[src/rtl/fetch_unit.sv]
// Instruction fetch front end: one outstanding imem read, redirect handling with
// stale-response discard, and a one-deep output register that holds under decode stall.
//
// state | meaning
// REQ   | issuing a request at programcounter
// WAIT  | request issued, waiting for imem_ack
// DROP  | redirected while a request was outstanding; discard its response
// HOLD  | output stalled with a live instruction; no request
module fetch_unit (
  input  logic        clock,
  input  logic        reset,
  input  logic [2:0]  pcjumpenable,
  input  logic [8:0]  pcchange,
  input  logic [19:0] pclocation,
  input  logic        stall,
  output logic        imem_req,
  output logic [19:0] imem_addr,
  input  logic        imem_ack,
  input  logic [31:0] imem_data,
  output logic [31:0] instruction,
  output logic        instruction_valid,
  output logic [19:0] programcounter,
  output logic [19:0] previous_programcounter
);

  typedef enum logic [1:0] {S_REQ, S_WAIT, S_DROP, S_HOLD} state_t;

  state_t      state, state_nxt;
  logic [19:0] stale_addr;
  logic [19:0] target;
  logic        redirect;
  logic        fetching;
  logic        complete;
  logic        consume;

  assign redirect = (pcjumpenable == 3'd1) || (pcjumpenable == 3'd2);
  assign target   = (pcjumpenable == 3'd1)
                    ? previous_programcounter + {{11{pcchange[8]}}, pcchange}
                    : pclocation;
  assign fetching = (state == S_REQ) || (state == S_WAIT);
  assign complete = fetching && imem_req && imem_ack;
  assign consume  = instruction_valid && !stall;

  always_comb begin
    imem_req  = 1'b0;
    imem_addr = programcounter;
    if (reset) begin
      imem_addr = '0;
    end else begin
      case (state)
        S_REQ, S_WAIT: imem_req = 1'b1;
        S_DROP: begin
          imem_req  = 1'b1;
          imem_addr = stale_addr;
        end
        default: imem_req = 1'b0;
      endcase
    end
  end

  always_comb begin
    state_nxt = state;
    case (state)
      S_REQ, S_WAIT: begin
        if (redirect)
          state_nxt = imem_ack ? S_REQ : S_DROP;
        else if (imem_ack)
          state_nxt = (stall && instruction_valid) ? S_HOLD : S_REQ;
        else
          state_nxt = S_WAIT;
      end
      S_DROP: if (imem_ack) state_nxt = S_REQ;
      S_HOLD: if (redirect || !stall) state_nxt = S_REQ;
      default: state_nxt = S_REQ;
    endcase
  end

  always_ff @(posedge clock) begin
    if (reset) begin
      state                   <= S_REQ;
      stale_addr              <= '0;
      programcounter          <= '0;
      previous_programcounter <= '0;
      instruction             <= '0;
      instruction_valid       <= 1'b0;
    end else begin
      state <= state_nxt;
      if (redirect) begin
        // The outstanding address must stay on the bus until the memory answers.
        if (fetching && !imem_ack) stale_addr <= programcounter;
        programcounter    <= target;
        instruction_valid <= 1'b0;
      end else if (complete) begin
        instruction             <= imem_data;
        instruction_valid       <= 1'b1;
        previous_programcounter <= imem_addr;
        programcounter          <= programcounter + 20'd1;
      end else if (consume) begin
        instruction_valid <= 1'b0;
      end
    end
  end

endmodule
[config.mk]
export PLATFORM = sky130hd
export DESIGN_NAME = fetch_unit
export DESIGN_NICKNAME = d
export VERILOG_FILES = /design/src/rtl/fetch_unit.sv
export SDC_FILE = /design/constraint.sdc
export NUM_CORES = 1
export LEC_CHECK = 0
export ABC_AREA = 1
export CAP_MARGIN = 0
export CELL_PAD_IN_SITES_DETAIL_PLACEMENT = 1
export CELL_PAD_IN_SITES_GLOBAL_PLACEMENT = 1
export CORE_AREA = 8 8 114 158
export DETAILED_ROUTE_END_ITERATION = 6
export DIE_AREA = 0 0 122 166
export GPL_TIMING_DRIVEN = 0
export PLACE_DENSITY_LB_ADDON = 0.1
export SLEW_MARGIN = 20
export SYNTH_ARGS = -nofsm -noshare
export SYNTH_HDL_FRONTEND = slang
export SYNTH_SLANG_ARGS = --single-unit
[constraint.sdc]
create_clock -name clock -period 5 [get_ports clock]
set_input_delay 1.25 -clock clock [delete_from_list [all_inputs] [get_ports clock]]
set_output_delay 1.25 -clock clock [all_outputs]
set_load 0.02 [all_outputs]
==> metrics.cfg <==
[setup_path]
criticalPathCategory = in -> out
startpoint_type = input port
r2r_cells = 14
end_kind = output pin
required_ns = 3.75
cp.arrival_ns = 3.23
r2r_start = previous_programcounter[0]$_SDFFE_PP0P_
r2r-end = programcounter[16]$_SDFFE_PP0P_
path_max_fanout = 10
reg2reg_slack_ns = 2.68

[min_path]
hold_path_class = reg -> reg
min_from = instruction[23]$_SDFFE_PP0P_
min_path_cells = 2
hold_end = instruction[23]$_SDFFE_PP0P_

[timing]
max_clock_freq_mhz = 223
finalSetupTns_ns = 0
slew_viol_final = 0
setup_ws_ns = 0.520
finalCriticalPeriod_ns = 4.48
setup_viol_count_final = 0
worst_pin_slew_ns = 0.657
rsz0062_at_grt = false
slew_headroom = 0.562
final.period_utilization = 0.896
fin_skew_ns = 0.00722
hold_viol = 0

[grt]
grt_overflow_total = 0
grt_max_degree = 18
grt_pass1_vias = 6519
grt_busiest_layer = met2
use_met1 = 0.253
grt_pass1_wl_um = 35900
antenna_found_initial = 0
grtUsageMet2 = 0.398
use_met3 = 0.0470
grtUsageTotal = 0.227

[power_and_ir_drop]
clockPowerShare = 0.341
swShare = 0.328
ir_drop_uv = 140
power_density_nw_per_um2 = 277
p_int_w = 0.00143
comb_power_share = 0.255
seq_power_share = 0.403
p_sw_w = 0.000699
p_leak_nw = 3.37

[layout]
drive_above_1_share = 0.0675
nFillCells = 2070
fin_nets = 1092
diodes = 0
area_delta_synth_final_pct = 39.0

[placement]
pre_cts_ws_ns = 0.513
gp_congestion = 0.863
place_hpwl_um = 18700
port_buffers = 160

[clock_tree]
cts_buffers = 9
ctsLongestPathBuffers = 2
clock-sinks = 95
root_buffer = clkbuf_16
clk_latency_ns = 0.35
post_cts_buffers = 0
ctsResizeCount = 0
clkTransAtPathRegs_ns = 0.07
cts_tree = done
htreeDepth = 3
hold_buffers = 0

[job]
max_cap_violations = 0

[synth]
ys_warn_count = 0
synthCells = 832
synth_area_um2 = 5530
ys_seq_elements = 95
syn_nets = 921
postSynthAreaPerCell_um2 = 6.65
seq_area_frac_synth = 0.344
ys_types = 37

[detailed_routing]
wl_per_cell_um = 19.1
detail-route-antenna-nets = 0
wl_um = 23000
viasPerCell = 5.26
vias = 6345
drc = 0
initialDrtViolationCount = 262
dr.pass1.iters = 4

[die]
start_util = 0.351
core_area_um2 = 15800
die_h_um = 166
ios = 162
dieArea_um2 = 20300
die_w_um = 122
fp-row-count = 55

[status]
status = completed

-- cell families (layout without fill, tap and decap cells) --
family | count (synthesis) | in the layout | share of synthesized area
XOR/XNOR | 8 | 8 | 0.0127
flip-flops | 95 | 95 | 0.344
buffers and inverters | 121 | 297 | 0.0903
AO/OA/AOI/OAI | 209 | 209 | 0.206
AND/OR/NAND/NOR | 378 | 378 | 0.299
adder cells (fa/ha/maj) | 21 | 21 | 0.0489
-- power groups by stage --
stage                     registers [W]  logic [W]  clock network, W
after floorplan                0.000911   0.000240                 0
after CTS                      0.000860   0.000552          0.000746
after detailed placement       0.000877   0.000548                 0
final                          0.000860   0.000544          0.000727
after global placement         0.000875   0.000541                 0
after global routing           0.000867   0.000593          0.000775
-- through the flow --
stage	total power (W)	hold WS, ns	area [um^2]	cells	util
after floorplan	0.00115	0.485	5530	832	-
after global placement	0.00142	0.450	7380	1191	0.468
after detailed placement	0.00142	0.460	7380	1191	0.468
after CTS	0.00216	0.468	7690	1207	0.488
after global routing	0.00223	0.486	7690	1207	0.488
final	0.00213	0.465	7690	1207	0.488
-- routing by layer --
| metal | part of all wire | vias up |
|---|---|---|
| met5 | 0 | - |
| li1 | - | 3128 |
| met3 | 0.052 | 33 |
| met2 | 0.49 | 165 |
| met1 | 0.41 | 3019 |
| met4 | 0.041 | 0 |
-- flip-flops by register name (all words and copies together) (netlist names) --
register,cells
state,2
stale_addr,20
instruction,32
previous_programcounter,20
programcounter,20
instruction_valid,1
-- worst max-delay path by stage --
stage | start | to | slack (ns) | cells past startpoint
floorplan | reset | imem_addr[0] | 1.46 | 6
global placement | reset | imem_addr[0] | 0.52 | 7
detailed placement | reset | imem_addr[0] | 0.51 | 7
CTS | reset | imem_addr[0] | 0.50 | 7
global route | reset | imem_addr[0] | 0.41 | 7
finish | reset | imem_addr[0] | 0.52 | 7
-- final cells by class --
type / count / area, um^2 / share of cell area
clock inverter: 6 / 76.3 / 0.00993
tap: 199 / 249 / 0.0324
clock buffer: 10 / 229 / 0.0298
inverter: 82 / 310 / 0.0404
buffer: 39 / 189 / 0.0246
multi-input combinational: 616 / 3130 / 0.407
sequential: 95 / 1900 / 0.247
timing repair buffer: 160 / 1600 / 0.208
-- critical path, cell delays in order --
cell,delay [ns]
buf_2,0.16
inv_2,0.07
buf_2,0.20
clkbuf_1,0.53
o21ai_0,0.18
a21oi_1,0.19
clkdlybuf4s50_1,0.64
-- cells in the final DEF, fill, tap and decap left out, types with 5 or more instances in the layout --
cell	instances
o21a_1	9
xor2_1	5
nor2_1	57
inv_1	75
inv_2	6
o21bai_1	7
o21ai_1	22
a31oi_1	6
o21ai_0	62
clkbuf_16	9
a21oi_1	88
nand2_2	5
clkdlybuf4s50_1	160
nand2_1	206
buf_2	28
nand4_1	10
clkbuf_1	10
nand3_1	83
ha_1	20
dfxtp_1	95
-- Yosys cell counts --
library cell  count  share of area
nand2_1         206           0.14
dfxtp_1          95           0.34
a21oi_1          88          0.080
nand3_1          83          0.075
inv_1            75          0.051
o21ai_0          62          0.056
nor2_1           57          0.039
buf_2            28          0.025
o21ai_1          22          0.020
ha_1             20          0.045
nand4_1          10          0.011
clkbuf_1          9         0.0061
o21a_1            9          0.012
o21bai_1          7         0.0095
a31oi_1           6         0.0068
inv_2             6         0.0041
nand2_2           5         0.0057
xor2_1            5         0.0079
a21o_1            4         0.0054
nor2_4            4         0.0081
nor3_1            4         0.0036
nor3_2            4         0.0072
o221ai_1          3         0.0048
xnor2_1           3         0.0048
buf_4             2         0.0027
nor4_1            2         0.0023
o211ai_1          2         0.0027
o31ai_1           2         0.0027
a221oi_1          1         0.0016
a41oi_1           1         0.0016
fa_1              1         0.0036
inv_4             1         0.0011
nand2_4           1         0.0020
nand3_2           1         0.0018
nor3_4            1         0.0029
o22ai_1           1         0.0011
o41ai_1           1         0.0016
No activity file was read; power rests on OpenSTA's default activity.
